===== config.mk =====
export PLATFORM = sky130hd
export DESIGN_NAME = ctrl_unit_fsm
export DESIGN_NICKNAME = d
export VERILOG_FILES = /design/src/rtl/ctrl_unit_fsm_pkg.sv /design/src/rtl/ctrl_unit_fsm_decode.sv /design/src/rtl/ctrl_unit_fsm.sv
export SDC_FILE = /design/constraint.sdc
export NUM_CORES = 1
export LEC_CHECK = 0
export CORE_ASPECT_RATIO = 0.5
export CORE_MARGIN = 1
export CORE_UTILIZATION = 40
export DETAILED_ROUTE_END_ITERATION = 10
export GPL_TIMING_DRIVEN = 0
export PLACE_DENSITY = 0.72
export SYNTH_ARGS = -nofsm -noshare
export SYNTH_HDL_FRONTEND = slang
export SYNTH_SLANG_ARGS = --single-unit

===== constraint.sdc =====
create_clock -name clock -period 1.8 [get_ports clock]
set_input_delay 0.36 -clock clock [delete_from_list [all_inputs] [get_ports clock]]
set_output_delay 0.36 -clock clock [all_outputs]
set_load 0.02 [all_outputs]

===== src/rtl/ctrl_unit_fsm_pkg.sv =====
// Shared constants for the sequencer, the X/Y/Z register blocks and the ULA:
// register control codes, ULA selects, opcodes and sequencer state encoding.
package ctrl_unit_fsm_pkg;

   localparam int CODE_W_DEF = 4;

   localparam logic [3:0] CODE_CLEAR  = 4'd0;
   localparam logic [3:0] CODE_LOAD   = 4'd1;
   localparam logic [3:0] CODE_HOLD   = 4'd2;
   localparam logic [3:0] CODE_SHIFTR = 4'd3;

   localparam logic [1:0] ULA_ADD   = 2'd0;
   localparam logic [1:0] ULA_SUB   = 2'd1;
   localparam logic [1:0] ULA_PASSX = 2'd2;
   localparam logic [1:0] ULA_PASSY = 2'd3;

   localparam logic [3:0] OP_NOP  = 4'h0;
   localparam logic [3:0] OP_CLR  = 4'h1;
   localparam logic [3:0] OP_LDX  = 4'h2;
   localparam logic [3:0] OP_ADD  = 4'h3;
   localparam logic [3:0] OP_SUB  = 4'h4;
   localparam logic [3:0] OP_SHRY = 4'h5;
   localparam logic [3:0] OP_MOVZ = 4'h6;
   localparam logic [3:0] OP_SHRN = 4'h7;
   localparam logic [3:0] OP_HALT = 4'hF;

   typedef enum logic [2:0] {
      ST_IDLE  = 3'd0,
      ST_FETCH = 3'd1,
      ST_EXEC  = 3'd2,
      ST_SHIFT = 3'd3,
      ST_HALT  = 3'd4
   } state_e;

   function automatic logic [3:0] opcode_of(input logic [7:0] word);
      return word[7:4];
   endfunction

endpackage


===== src/rtl/ctrl_unit_fsm_decode.sv =====
// Combinational instruction decode: opcode/immediate to register codes, ULA select, immediate.
// Undefined opcodes and SHRN 0 decode to an all-HOLD bundle.
module ctrl_decode
   import ctrl_unit_fsm_pkg::*;
#(
   parameter int CODE_W = 4
) (
   input  logic [7:0]        instr_i,
   output logic [CODE_W-1:0] tx_o,
   output logic [CODE_W-1:0] ty_o,
   output logic [CODE_W-1:0] tz_o,
   output logic [1:0]        ula_op_o,
   output logic [3:0]        imm_o
);

   logic [3:0] opcode;
   logic [3:0] field;

   assign opcode = opcode_of(instr_i);
   assign field  = instr_i[3:0];

   always_comb begin
      tx_o     = CODE_W'(CODE_HOLD);
      ty_o     = CODE_W'(CODE_HOLD);
      tz_o     = CODE_W'(CODE_HOLD);
      ula_op_o = ULA_ADD;
      imm_o    = 4'd0;
      case (opcode)
         OP_CLR: begin
            tx_o = CODE_W'(CODE_CLEAR);
            ty_o = CODE_W'(CODE_CLEAR);
            tz_o = CODE_W'(CODE_CLEAR);
         end
         OP_LDX: begin
            tx_o  = CODE_W'(CODE_LOAD);
            imm_o = field;
         end
         OP_ADD: begin
            ula_op_o = ULA_ADD;
            ty_o     = CODE_W'(CODE_LOAD);
         end
         OP_SUB: begin
            ula_op_o = ULA_SUB;
            ty_o     = CODE_W'(CODE_LOAD);
         end
         OP_SHRY: ty_o = CODE_W'(CODE_SHIFTR);
         OP_MOVZ: begin
            ula_op_o = ULA_PASSY;
            tz_o     = CODE_W'(CODE_LOAD);
         end
         // The first of the n shifts happens in EXEC; a zero count is a NOP.
         OP_SHRN: begin
            if (field != 4'd0) ty_o = CODE_W'(CODE_SHIFTR);
         end
         default: ;
      endcase
   end

endmodule


===== src/rtl/ctrl_unit_fsm.sv =====
// Instruction sequencer for the X/Y/Z datapath and ULA: FETCH/EXEC per instruction,
// SHIFT state for multi-cycle SHRN, all outputs registered.
module ctrl_unit_fsm
   import ctrl_unit_fsm_pkg::*;
#(
   parameter int PC_W   = 4,
   parameter int CODE_W = 4
) (
   input  logic              clock,
   input  logic              reset,
   input  logic              start,
   input  logic [7:0]        instr,
   output logic [PC_W-1:0]   pc,
   output logic [CODE_W-1:0] tx,
   output logic [CODE_W-1:0] ty,
   output logic [CODE_W-1:0] tz,
   output logic [1:0]        ula_op,
   output logic [3:0]        imm,
   output logic              busy,
   output logic              halted
);

   state_e              state_q;
   logic [PC_W-1:0]     pc_q;
   logic [PC_W-1:0]     pc_d;
   logic [7:0]          ir_q;
   logic [3:0]          cnt_q;
   logic [3:0]          cnt_d;
   logic [CODE_W-1:0]   tx_q;
   logic [CODE_W-1:0]   ty_q;
   logic [CODE_W-1:0]   tz_q;
   logic [1:0]          ula_op_q;
   logic [3:0]          imm_q;
   logic                busy_q;
   logic                halted_q;

   logic [CODE_W-1:0]   dec_tx;
   logic [CODE_W-1:0]   dec_ty;
   logic [CODE_W-1:0]   dec_tz;
   logic [1:0]          dec_ula_op;
   logic [3:0]          dec_imm;

   // Decode straight from the memory word so EXEC codes are registered on entry.
   ctrl_decode #(
      .CODE_W (CODE_W)
   ) u_decode (
      .instr_i  (instr),
      .tx_o     (dec_tx),
      .ty_o     (dec_ty),
      .tz_o     (dec_tz),
      .ula_op_o (dec_ula_op),
      .imm_o    (dec_imm)
   );

   assign pc_d  = pc_q + PC_W'(1);
   assign cnt_d = cnt_q - 4'd1;

   always_ff @(posedge clock) begin
      if (reset) begin
         state_q  <= ST_IDLE;
         pc_q     <= '0;
         ir_q     <= '0;
         cnt_q    <= '0;
         tx_q     <= CODE_W'(CODE_HOLD);
         ty_q     <= CODE_W'(CODE_HOLD);
         tz_q     <= CODE_W'(CODE_HOLD);
         ula_op_q <= ULA_ADD;
         imm_q    <= '0;
         busy_q   <= 1'b0;
         halted_q <= 1'b0;
      end else begin
         tx_q     <= CODE_W'(CODE_HOLD);
         ty_q     <= CODE_W'(CODE_HOLD);
         tz_q     <= CODE_W'(CODE_HOLD);
         ula_op_q <= ULA_ADD;
         imm_q    <= '0;
         case (state_q)
            ST_IDLE, ST_HALT: begin
               if (start) begin
                  state_q  <= ST_FETCH;
                  pc_q     <= '0;
                  busy_q   <= 1'b1;
                  halted_q <= 1'b0;
               end
            end
            ST_FETCH: begin
               ir_q     <= instr;
               state_q  <= ST_EXEC;
               tx_q     <= dec_tx;
               ty_q     <= dec_ty;
               tz_q     <= dec_tz;
               ula_op_q <= dec_ula_op;
               imm_q    <= dec_imm;
            end
            ST_EXEC: begin
               if (opcode_of(ir_q) == OP_HALT) begin
                  state_q  <= ST_HALT;
                  busy_q   <= 1'b0;
                  halted_q <= 1'b1;
               end else if (opcode_of(ir_q) == OP_SHRN && ir_q[3:0] > 4'd1) begin
                  // cnt_q holds the number of SHIFT cycles still to run, this one included.
                  state_q <= ST_SHIFT;
                  cnt_q   <= ir_q[3:0] - 4'd1;
                  ty_q    <= CODE_W'(CODE_SHIFTR);
               end else begin
                  state_q <= ST_FETCH;
                  pc_q    <= pc_d;
               end
            end
            ST_SHIFT: begin
               cnt_q <= cnt_d;
               if (cnt_d != 4'd0) begin
                  ty_q <= CODE_W'(CODE_SHIFTR);
               end else begin
                  state_q <= ST_FETCH;
                  pc_q    <= pc_d;
               end
            end
            default: begin
               state_q  <= ST_IDLE;
               busy_q   <= 1'b0;
               halted_q <= 1'b0;
            end
         endcase
      end
   end

   assign pc     = pc_q;
   assign tx     = tx_q;
   assign ty     = ty_q;
   assign tz     = tz_q;
   assign ula_op = ula_op_q;
   assign imm    = imm_q;
   assign busy   = busy_q;
   assign halted = halted_q;

endmodule


# Word-level counts from Yosys, hierarchy flattened
# Index checks and enable logic that the tools add are counted.
[classes]
order_cmp = 1
n_reduce_logical = 15
bitwise_logic = 3
n_shift = 0
eq_ne = 19
mux = 28
add_sub_neg = 3
multipliers = 0
n_div = 0
[ops]
columns = ["op", "n"]
rows = [
  ["$mux W4", 6],
  ["$pmux W4 S3", 2],
  ["$eq A4 B3 Y1 const B", 5],
  ["$pmux W4 S4", 1],
  ["$ne A2 B2 Y1 const B", 6],
  ["$pmux W2 S2", 3],
  ["$pmux W3 S4", 1],
  ["$mux W3", 3],
  ["$eq A4 B2 Y1 const B", 2],
  ["$mux W1", 8],
  ["$pmux W4 S2", 1],
  ["$reduce_bool A4 Y1", 2],
  ["$reduce_or A2 Y1", 4],
  ["$sub A4 B1 Y4 const B", 2],
  ["$eq A3 B2 Y1 const B", 2],
  ["$pmux W1 S3", 2],
  ["$reduce_and A3 Y1", 2],
  ["$reduce_and A5 Y1", 1],
  ["$add A4 B1 Y4 const B", 1],
  ["$eq A4 B1 Y1 const B", 1],
  ["$eq A4 B4 Y1 const B", 1],
  ["$gt A4 B1 Y1 const B", 1],
  ["$eq A3 B1 Y1 const B", 1],
  ["$eq A3 B3 Y1 const B", 1],
  ["other kinds (8)", 10],
]
[word_totals]
ff_bits = 39
n_memories = 0
romBits = 0
elab_cells = 80
latchBits = 0
out_inout_bits = 24
ram_bits = 0
input_bits = 11

# Depth between registers and ports, before layout
# Gate-level depths: netlist of the first run.
[logic_depth]
ltp_word = 5
depth_mapped = 7
mapped_depth_nobuf = 7

# By module
# From an unflattened synthesis of the first run, not the netlist that was laid out.
[unflattened]
cells_unflattened = 205
hier_area_um2 = 1845.5
[by_module_without_submodules]
columns = ["mod", "seq_area_each_um2", "cells_each", "area_each_um2", "instances"]
rows = [
  ["ctrl_unit_fsm", 780.7, 176, 1615.3, 1],
  ["ctrl_decode", 0.0, 29, 230.2, 1],
]

# Worst setup path after synthesis of the first run
# Ideal clock, no wire load.
[synth_timing]
kind = "reg2reg"
from = "register ir_q[0]"
to = "register cnt_q[2]"
setup_slack_ns = -0.113
path_stages_with_launch = 8
n_path_buf = 0
setup_ns = 0.128
required_ns = 1.672
t_arrival_ns = 1.785
period_less_slack_ns = 1.913
cell_sequence = "dfxtp_1 inv_1 ha_1 or2_2 a2111oi_4 a21oi_1 a221oi_1 nor2_1"
[synth_via]
elab_chain_len = 4
word_cells_on_any_way = 8
classes_between = "1 x add/sub; 1 x order compare; 1 x eq/ne; 3 x mux; 2 x reduce/logical"
[synth_lines]
columns = ["element", "line_no", "source"]
rows = [
  ["start, declared", "ctrl_unit_fsm.sv:26", "logic [7:0] ir_q;"],
  ["start signal, assigned", "ctrl_unit_fsm.sv:87", "ir_q <= instr;"],
  ["$sub A4 B1 Y4 or $gt A4 B1 Y1 (tied branches)", "ctrl_unit_fsm.sv:103, ctrl_unit_fsm.sv:100", ""],
  ["$mux W4 or $logic_and A1 B1 Y1 (tied branches)", "ctrl_unit_fsm.sv:100", "end else if (opcode_of(ir_q) == OP_SHRN && ir_q[3:0] > 4'd1) begin"],
  ["$mux W4 or $ne A2 B2 Y1 (tied branches)", "--", ""],
  ["$pmux W4 S2 or $reduce_and A3 Y1 (tied branches)", "--", ""],
  ["end signal, assigned", "ctrl_unit_fsm.sv:103", "cnt_q <= ir_q[3:0] - 4'd1;"],
  ["end signal, assigned", "ctrl_unit_fsm.sv:111", "cnt_q <= cnt_d;"],
  ["end, declared", "ctrl_unit_fsm.sv:27", "logic [3:0] cnt_q;"],
]
# Parallel ways exist; a longest one is shown, timed or not. The select of a mux whose other input is x is not followed.
# A chain may end at the register's enable or synchronous reset.

# Worst setup path after layout of the first run
[layout_timing]
from = "register ir_q[0]"
to = "register cnt_q[3]"
# The elaborated chain is that of the path after synthesis.

==> impl_metrics.ini, run 1 <==
[clock_network]
cts_hold_buffers = 0
cts.clk_slew.worst_paths_ps = 60
clk_root_buffer_cell = sky130_fd_sc_hd__clkbuf_8
worstSkewPairLatency_ps = 280
tritoncts_num_sinks = 33
h-tree-depth = 2
clk_path_buf_depth = 2
numCtsBuffers = 5
cts_tree = yes

[cells_and_area]
fillerInstances = 365
area_growth_syn_to_layout_pct = 32.9
layout_commonest_cell = sky130_fd_sc_hd__dfxtp_1
final_net_count = 253
mostFrequentLayoutCells = 27 x sky130_fd_sc_hd__dfxtp_1, 24 x sky130_fd_sc_hd__clkdlybuf4s50_1, 23 x sky130_fd_sc_hd__nand2_1
antenna_cells_inserted = 0
drive_gt1_frac = 0.215

[critical_path]
ff2ff_setup_slack_ps = 10
required_ps = 1940
cp_startpoint = ir_q[0]
r2r_cells = 8
reg_to_reg_end = cnt_q[3]
crit_type = reg2reg
startpoint_type = flip-flop
critical_path_arrival_ps = 1930
crit_fanout = 3
endpoint_kind = flip-flop
critPathCapture = cnt_q[3]
timing.rr.start = ir_q[0]

[detailed_routing]
drcViolationCount = 1
drt_iter0_drc = 85
post_drt_antenna_nets = 0
wl_per_cell_microns = 13.5
post_drt_via_cell_ratio = 5.27
via_count = 1534
wl_mm = 3.93
drt_first_pass_iters = 7

[global_routing]
grt-ovfl-total = 0
groute.usage.overall = 0.177
via_count_of_the_first_global_routing_pass = 1237
grt_max_degree = 11
grt_first_pass_wirelength_mm = 5.69
antenna_found_initial = 0

[min_path]
hp-class = in2reg
min_path_cells = 3

[place]
detailed_place_hpwl_mm = 2.69
finalWeightedCongestion = 0.850
port_buffer_count = 25

[die]
ioPinCount = 35
height_of_the_chip_microns = 47.3
core_area_sq_um = 3920
effective_utilization_at_floorplan = 0.418
core.rowCount = 16
die_w_microns = 92.6
die-area_sq_um = 4380

[sta]
slew_headroom = 0.620
finClkSkew_ps = 3.75
fin_worst_hold_slack_ps = 448
report.final.setup_viol = 0
worst_margin_slew_ps = 570
grt_setup_unrepaired = true
maxClockFrequency_mhz = 560
finalWorstPathRequiredPeriod_ps = 1790
hold_viol = 0
min_period_over_period = 0.993
slew_viol_final = 0
timing.setup.tns_ps = 0

[power]
leakagePower_nw = 0.787
switchingPower_mw = 0.421
total_power_mw = 1.59
p_sw_frac = 0.265
internal-power_mw = 1.17
power.clock.fraction = 0.348
max-vdd-ir-drop_mv = 0.253
share_seq_of_total_power = 0.488
power-per-cell-area_nw_per_um2 = 730
pwr-share-comb = 0.164

[synth]
post_synth_cell_types = 47
synth_seq_area_share = 0.403
average_instance_area_after_synthesis_sq_um = 8.46
synthesis_warnings = 0
synth_seq_cells = 33
syn-instance-count = 194
post_synth_instance_area_sq_um = 1640

[outcome]
violations = DRC
status = complete, but fails checks

[run]
maxCapViolCount = 0
[state kept, by name, indices dropped and copies added, names as in the netlist]
signal	cells
state_q	3
tz	2
busy	1
ula_op	2
ir_q	8
halted	1
ty	2
imm	4
cnt_q	4
tx	2
pc	4
[synthesized netlist by cell type (all sizes together)]
library cell | n | area [sq um]
o211ai | 1 | 7.51
o21a | 2 | 15.0
nand2b | 7 | 51.3
a2111oi | 2 | 37.5
and4 | 1 | 8.76
a31oi | 3 | 18.8
nor4b | 3 | 41.3
o311ai | 1 | 8.76
nand3b | 3 | 22.5
a221oi | 1 | 8.76
nand2 | 24 | 90.1
o21ai | 3 | 15.0
and2 | 8 | 50.1
nor4 | 1 | 6.26
and3 | 1 | 6.26
nor3b | 2 | 15.0
o32ai | 1 | 8.76
ha | 5 | 62.6
buf | 7 | 50.0
or2 | 4 | 25.0
xor2 | 3 | 26.3
nand4 | 2 | 12.5
conb | 1 | 3.75
and3b | 1 | 8.76
dfxtp | 33 | 661
o221ai | 1 | 8.76
nand4b | 1 | 8.76
or3 | 4 | 30.0
mux2 | 1 | 11.3
clkbuf | 9 | 33.8
a21oi | 19 | 95.1
nor2 | 16 | 60.1
a211oi | 2 | 15.0
o22ai | 2 | 12.5
a22oi | 1 | 7.51
mux2i | 1 | 10.0
nor3 | 7 | 35.0
o221a | 1 | 11.3
inv | 6 | 22.5
nor2b | 2 | 12.5
nand3 | 1 | 5.00
[critical path, cell delays in order, from the launching register on]
cell	delay [ps]
sky130_fd_sc_hd__dfxtp_2	350
sky130_fd_sc_hd__inv_2	50
sky130_fd_sc_hd__ha_4	150
sky130_fd_sc_hd__or2_4	270
sky130_fd_sc_hd__a2111oi_4	360
sky130_fd_sc_hd__buf_4	180
sky130_fd_sc_hd__a21oi_2	30
sky130_fd_sc_hd__a21oi_1	160
sky130_fd_sc_hd__a21oi_1	90
[stage by stage]
step           cell area, sq um  setup WS [ps]  cells  utilization
2_1_floorplan              1660           21.1    199            -
3_3_place_gp               1980           -298    278        0.505
3_5_place_dp               1980           -389    278        0.505
4_1_cts                    2140           8.64    291        0.544
5_1_grt                    2180          -83.8    291        0.555
6_report                   2180           13.0    291        0.555
[repair_timing]
item	in CTS	in global routing
setup endpoints to repair	7	17
buffers inserted	6	1
pin swaps	3	11
gates resized for setup	9	17
[cells by family (layout without fill, tap and decap cells)]
family	after synthesis	count (layout)	synth area share
and+or+nand+nor	88	88	0.298
AOI/OAI and AO/OA	40	40	0.165
DFF	33	33	0.403
muxes	2	2	0.0130
adders and majority gates	5	5	0.0381
other	1	6	0.00229
buffers and inverters	22	60	0.0648
xor gates and xnor gates	3	3	0.0160
[power by group through the flow]
| stage | clock network, mW | logic [mW] | registers, mW |
|---|---|---|---|
| 2_1_floorplan | 0 | 0.157 | 0.794 |
| 3_3_place_gp | 0 | 0.223 | 0.790 |
| 3_5_place_dp | 0 | 0.228 | 0.791 |
| 4_1_cts | 0.573 | 0.243 | 0.775 |
| 5_1_grt | 0.598 | 0.285 | 0.780 |
| 6_report | 0.553 | 0.262 | 0.777 |
[cell type report]
cell class,count,area (sq um),share of cell area
multi-input cells,144,951,0.436
flip-flops and latches,33,668,0.307
repair buffers,32,302,0.138
clock buffers,7,86.3,0.0396
plain buffers,15,82.6,0.0379
well taps,54,67.6,0.0310
inverters,6,22.5,0.0103
[how the worst min path moves through the flow]
stage | start | to | slack [ps]
3_3_place_gp | ir_q[1] | ir_q[1] | 470
4_1_cts | instr[5] | ir_q[5] | 440
5_1_grt | instr[5] | ir_q[5] | 490
6_report | instr[5] | ir_q[5] | 450
2_1_floorplan | instr[6] | tx[0] | 440
3_5_place_dp | ir_q[1] | ir_q[1] | 470
[per-layer routing]
metal,track usage,part of all wire
met5,0,0
met4,0.0750,0.013
met3,0.0437,0.048
met2,0.304,0.48
met1,0.222,0.46
No activity file was read; power rests on OpenSTA's default activity.
==> run 2, diff against run 1 <==
- ABC_AREA: unset -> 1
==> run 2 against run 1 <==
Against the previous run:
- the flow now finishes without violations
- setup slack better by 110 ps
- sequential power increased by 6.8%
- combinational power is 58% higher
- sequential cell count did not move
- first-iteration DRC count shrank 29%
- largest cell class unchanged
- largest power group unchanged
==> impl_metrics.ini, run 2 <==
[outcome]
status = completed

[detailed_routing]
wl_mm = 3.33
post_drt_via_cell_ratio = 4.59
via_count = 1438
wl_per_cell_microns = 10.6
drt_iter0_drc = 60
drcViolationCount = 0
post_drt_antenna_nets = 0
drt_first_pass_iters = 4

[synth]
post-synth-top-count-cell = sky130_fd_sc_hd__nand2_1
synth_commonest_cells = 39 x sky130_fd_sc_hd__nand2_1, 35 x sky130_fd_sc_hd__inv_1, 33 x sky130_fd_sc_hd__dfxtp_1, 29 x sky130_fd_sc_hd__nor2_1, 19 x sky130_fd_sc_hd__o21ai_0
synth_seq_area_share = 0.409
number_of_flops_mapped_to_enable_cells_by_yosys = 0
netlist.top_cell.by_area = sky130_fd_sc_hd__dfxtp_1
yosysTopAreaCellShare = 0.409
synth_seq_cells = 33
asyncSetResetFlopFracSynth = 0
netlist_top_cells_area = sky130_fd_sc_hd__dfxtp_1 41%, sky130_fd_sc_hd__nand2_1 9.1%, sky130_fd_sc_hd__inv_1 8.1%
ys_dominant_reg_cell = sky130_fd_sc_hd__dfxtp_1
post_synth_instance_area_sq_um = 1610
average_instance_area_after_synthesis_sq_um = 7.24
post_synth_cell_types = 29
syn-instance-count = 223
synthesis_warnings = 0

[power]
total_power_mw = 1.91
switchingPower_mw = 0.556
leakagePower_nw = 0.942
internal-power_mw = 1.36
power.clock.fraction = 0.351
p_sw_frac = 0.290
pwr-share-comb = 0.216
share_seq_of_total_power = 0.433
power-per-cell-area_nw_per_um2 = 925
max-vdd-ir-drop_mv = 0.489

[clock_network]
numCtsBuffers = 5
post_cts_resized = 0
worstSkewPairLatency_ps = 280
h-tree-depth = 2
cts_hold_buffers = 0
cts_tree = yes
clk_root_buffer_cell = sky130_fd_sc_hd__clkbuf_8
cts.clk_slew.worst_paths_ps = 70
post_cts_buffers = 0
clk_path_buf_depth = 2
tritoncts_num_sinks = 33

[sta]
finalWorstPathRequiredPeriod_ps = 1670
min_period_over_period = 0.930
finClkSkew_ps = 5.92
slew_viol_final = 0
fin_ws_ps = 126
hold_viol = 0
maxClockFrequency_mhz = 597
report.final.setup_viol = 0
timing.setup.tns_ps = 0
grt_setup_unrepaired = false

[critical_path]
endpoint_kind = output pin
cp_slowest_stage_delay_ps = 630
crit_type = reg2out
critical_path_arrival_ps = 1310
crit_fanout = 5
startpoint_type = flip-flop
required_ps = 1440
critical-path-slowest-cell = sky130_fd_sc_hd__clkdlybuf4s50_1
wp_buf_inv = 1
critPathTopFamily = buffers and inverters
worstPathCellList = clkdlybuf4s50_1

[cells_and_area]
drive_gt1_frac = 0.111
regMostFlops = ir_q
layout_commonest_cell = sky130_fd_sc_hd__nand2_1
area_growth_syn_to_layout_pct = 28.3
number_of_flip_flops_in_the_largest_register = 8
mostFrequentLayoutCells = 39 x sky130_fd_sc_hd__nand2_1, 35 x sky130_fd_sc_hd__inv_1, 33 x sky130_fd_sc_hd__dfxtp_1
final_net_count = 278
antenna_cells_inserted = 0
final_area_sq_um = 2070

[die]
die-area_sq_um = 4310
core_area_sq_um = 3640
ioPinCount = 35
die_w_microns = 91.8
height_of_the_chip_microns = 46.9
core.rowCount = 15
effective_utilization_at_floorplan = 0.443

[min_path]
hp-class = in2reg

[place]
placed_cell_area_sq_um = 1970
detailed_place_hpwl_mm = 2.43
detailedPlace.worstSlack_ps = 165
port_buffer_count = 27
finalWeightedCongestion = 0.820

[global_routing]
antenna_found_initial = 0
grt_first_pass_wirelength_mm = 5.43
grt-ovfl-total = 0
global_route_met1_usage = 0.215
globalRoute.busiestLayer = met2
grt_max_degree = 11
globalRouteMet2Util = 0.277
via_count_of_the_first_global_routing_pass = 1204
gr-usage-met3 = 0.0615
groute.usage.overall = 0.172

[run]
maxCapViolCount = 0
[run 2: changes by cell type in the layout (fill, tap and decap cells not counted), sizes merged, moves of 7 or more]
cell / change
and2: -8
clkbuf: -11
inv: +32
nand2: +17
nand2b: -7
nand3: +13
nor2: +19
o21ai: +16
[run 2: path summary, 6_finish.rpt]
kind           start          to  slack (ps)  cells past startpoint
max reg2reg  ir_q[0]    cnt_q[2]         220                     10
min reg2reg     busy        busy         450                      2
min            reset  state_q[2]         390                      2
max            pc[0]       pc[0]         130                      1
[run 2: per-stage QoR]
| step | std cells | utilization | hold slack, ps |
|---|---|---|---|
| finish | 313 | 0.569 | 392 |
| global route | 313 | 0.569 | 400 |
| CTS | 313 | 0.569 | 389 |
| detailed placement | 306 | 0.540 | 437 |
| global placement | 306 | 0.540 | 435 |
| floorplan | 228 | - | 437 |
[run 2: cell families (layout without fill, tap and decap cells)]
logic type      after synthesis  in the layout  share of synthesized area
simple gates                 95             95                      0.274
buf+inv                      47             81                      0.129
compound gates               39             39                      0.130
flops                        33             33                      0.409
fa+ha+maj                     5              5                     0.0388
xor+xnor                      3              3                     0.0163
other cells                   1              6                    0.00232
[run 2: cell type report]
type                            instances  area, sq um
Buffer                                  9         66.3
Timing Repair Buffer                   27          270
Multi-Input combinational cell        148          763
Inverter                               38          143
Fill cell                             345         1570
Sequential cell                        33          661
Clock inverter                          2         35.0
Tap cell                               51         63.8
Clock buffer                            5         68.8
[run 2: power by group through the flow]
| stage | sequential [mW] | combinational, mW | clock (mW) |
|---|---|---|---|
| 2_1_floorplan | 0.866 | 0.266 | 0 |
| 3_3_place_gp | 0.845 | 0.401 | 0 |
| 3_5_place_dp | 0.846 | 0.409 | 0 |
| 4_1_cts | 0.830 | 0.412 | 0.689 |
| 5_1_grt | 0.837 | 0.468 | 0.730 |
| 6_report | 0.830 | 0.413 | 0.672 |
[run 2: per-layer routing]
metal | up-vias | routed length, microns
met2 | 39 | 1400
li1 | 764 | -
met1 | 630 | 1650
met4 | 0 | 46
met5 | - | 0
met3 | 5 | 232
==> variant, RTL diff (settings of run 1) <==
Encoding of `state_e`: now Gray code (3 bits for 5 states).
--- a/src/rtl/ctrl_unit_fsm_pkg.sv
+++ b/src/rtl/ctrl_unit_fsm_pkg.sv
@@ -27,7 +27,7 @@
    typedef enum logic [2:0] {
-      ST_IDLE  = 3'd0,
-      ST_FETCH = 3'd1,
-      ST_EXEC  = 3'd2,
-      ST_SHIFT = 3'd3,
-      ST_HALT  = 3'd4
+      ST_IDLE  = 3'b000,
+      ST_FETCH = 3'b001,
+      ST_EXEC  = 3'b011,
+      ST_SHIFT = 3'b010,
+      ST_HALT  = 3'b110
    } state_e;
Formal check against the unedited RTL: no difference found for any inputs over 10 cycles, from zero or initial values and one cycle with reset high; not proved beyond that.
==> variant against run 1 <==
Clock skew increased by 0.00088 ns; sequential share of layout area decreased by 3.2 points; final area increased by 12%; global-route usage increased by 0.71 points; total power increased by 28%; wire length increased by 11%; worst setup slack got worse by 0.0096 ns; synthesized cell count increased by 8.2%; sequential cell count unchanged; area after synthesis increased by 8.1%; clock power increased by 32%; count of clock-buffer cells in the layout unchanged; critical endpoint is now pc[3]$_SDFFE_PP0P_; highest routed layer unchanged.
==> variant: results (changes against run 1) <==
stage,metric,value,unit,change
sta,fin crit share,0.998,,+0.00533
setup_path,crit path DAT,1.97,ns,+0.04 ns
sta,Slew headroom,0.629,,+0.00858
synth,Synth top cells by count,"dfxtp_1 (33), nor2_1 (24), a21oi_1 (14)",,
detailed_routing,Starting DRT DRC Count,111,,+31%
placement,Port Buffer Count,24,,-4.0%
detailed_routing,First-pass DRT Iterations,4,,-3
synth,"Seq/Total Area, Yosys",0.373,,-0.0301
placement,"worst slack, placed",-0.324,ns,+0.0646 ns
final_layout,Nets,275,,+8.7%
placement,dpl cells,293,,+5.4%
setup_path,worst r2r path cells,5,,-3
global_route,first-pass GRT wire length,6.62,mm,+16%
synth,top post-synthesis cells by area,"dfxtp_1 (37%), mux2i_1 (5.1%), nor2_1 (5.1%), a21oi_1 (4.0%), ha_1 (3.5%)",,
detailed_routing,Avg WL per Cell,13.9,µm,+2.5%
power_and_ir_drop,switching power total,584,µW,+39%
final_layout,Seq/total area,0.274,,-0.0321
final_layout,buffering overhead,0.181,,+0.00516
final_layout,number of non-clock buffers,55,,+17%
setup_path,Critical Path Fanout Max,4,,+1
setup_path,slowest stage cell on the critical path,or3_1,,
final_layout,multi-input logic portion of the cell area,0.452,,+0.0154
sta,WHS,0.488,ns,+0.0408 ns
outcome,outcome,finished clean,,
sta,Setup Skew,0.00463,ns,+0.000878 ns
power_and_ir_drop,Leak,0.000933,µW,+19%
power_and_ir_drop,sequential power share,0.397,,-0.091
setup_path,crit path from,cnt_q[1]$_SDFFE_PP0P_,,
global_route,Total Routing Usage GR,0.184,,+0.00709
power_and_ir_drop,maximum VDD drop,0.000300,V,+19%
## variant: routing by layer
metal  global-route usage  vias up  part of all wire
li1                     -      818                 -
met4               0.0771        0            0.0062
met5                    0        -                 0
met1                0.244      770              0.49
met2                0.273       60              0.43
met3               0.0607        4             0.076
## variant: timing repair
item,in CTS,in global routing
hold endpoints to repair,0,0
pin swaps,3,6
setup buffers,2,11
setup endpoints to repair,8,16
resized for setup,12,19
gates cloned,0,1
## variant: logic make-up after synthesis
logic type | after synthesis | synth area share
AND/OR/NAND/NOR | 84 | 0.255
XOR/XNOR | 3 | 0.0148
other | 1 | 0.00212
AO/OA/AOI/OAI | 46 | 0.186
multiplexers | 9 | 0.0508
flip-flops | 33 | 0.373
buffers and inverters | 29 | 0.0833
adder cells (fa/ha/maj) | 5 | 0.0353
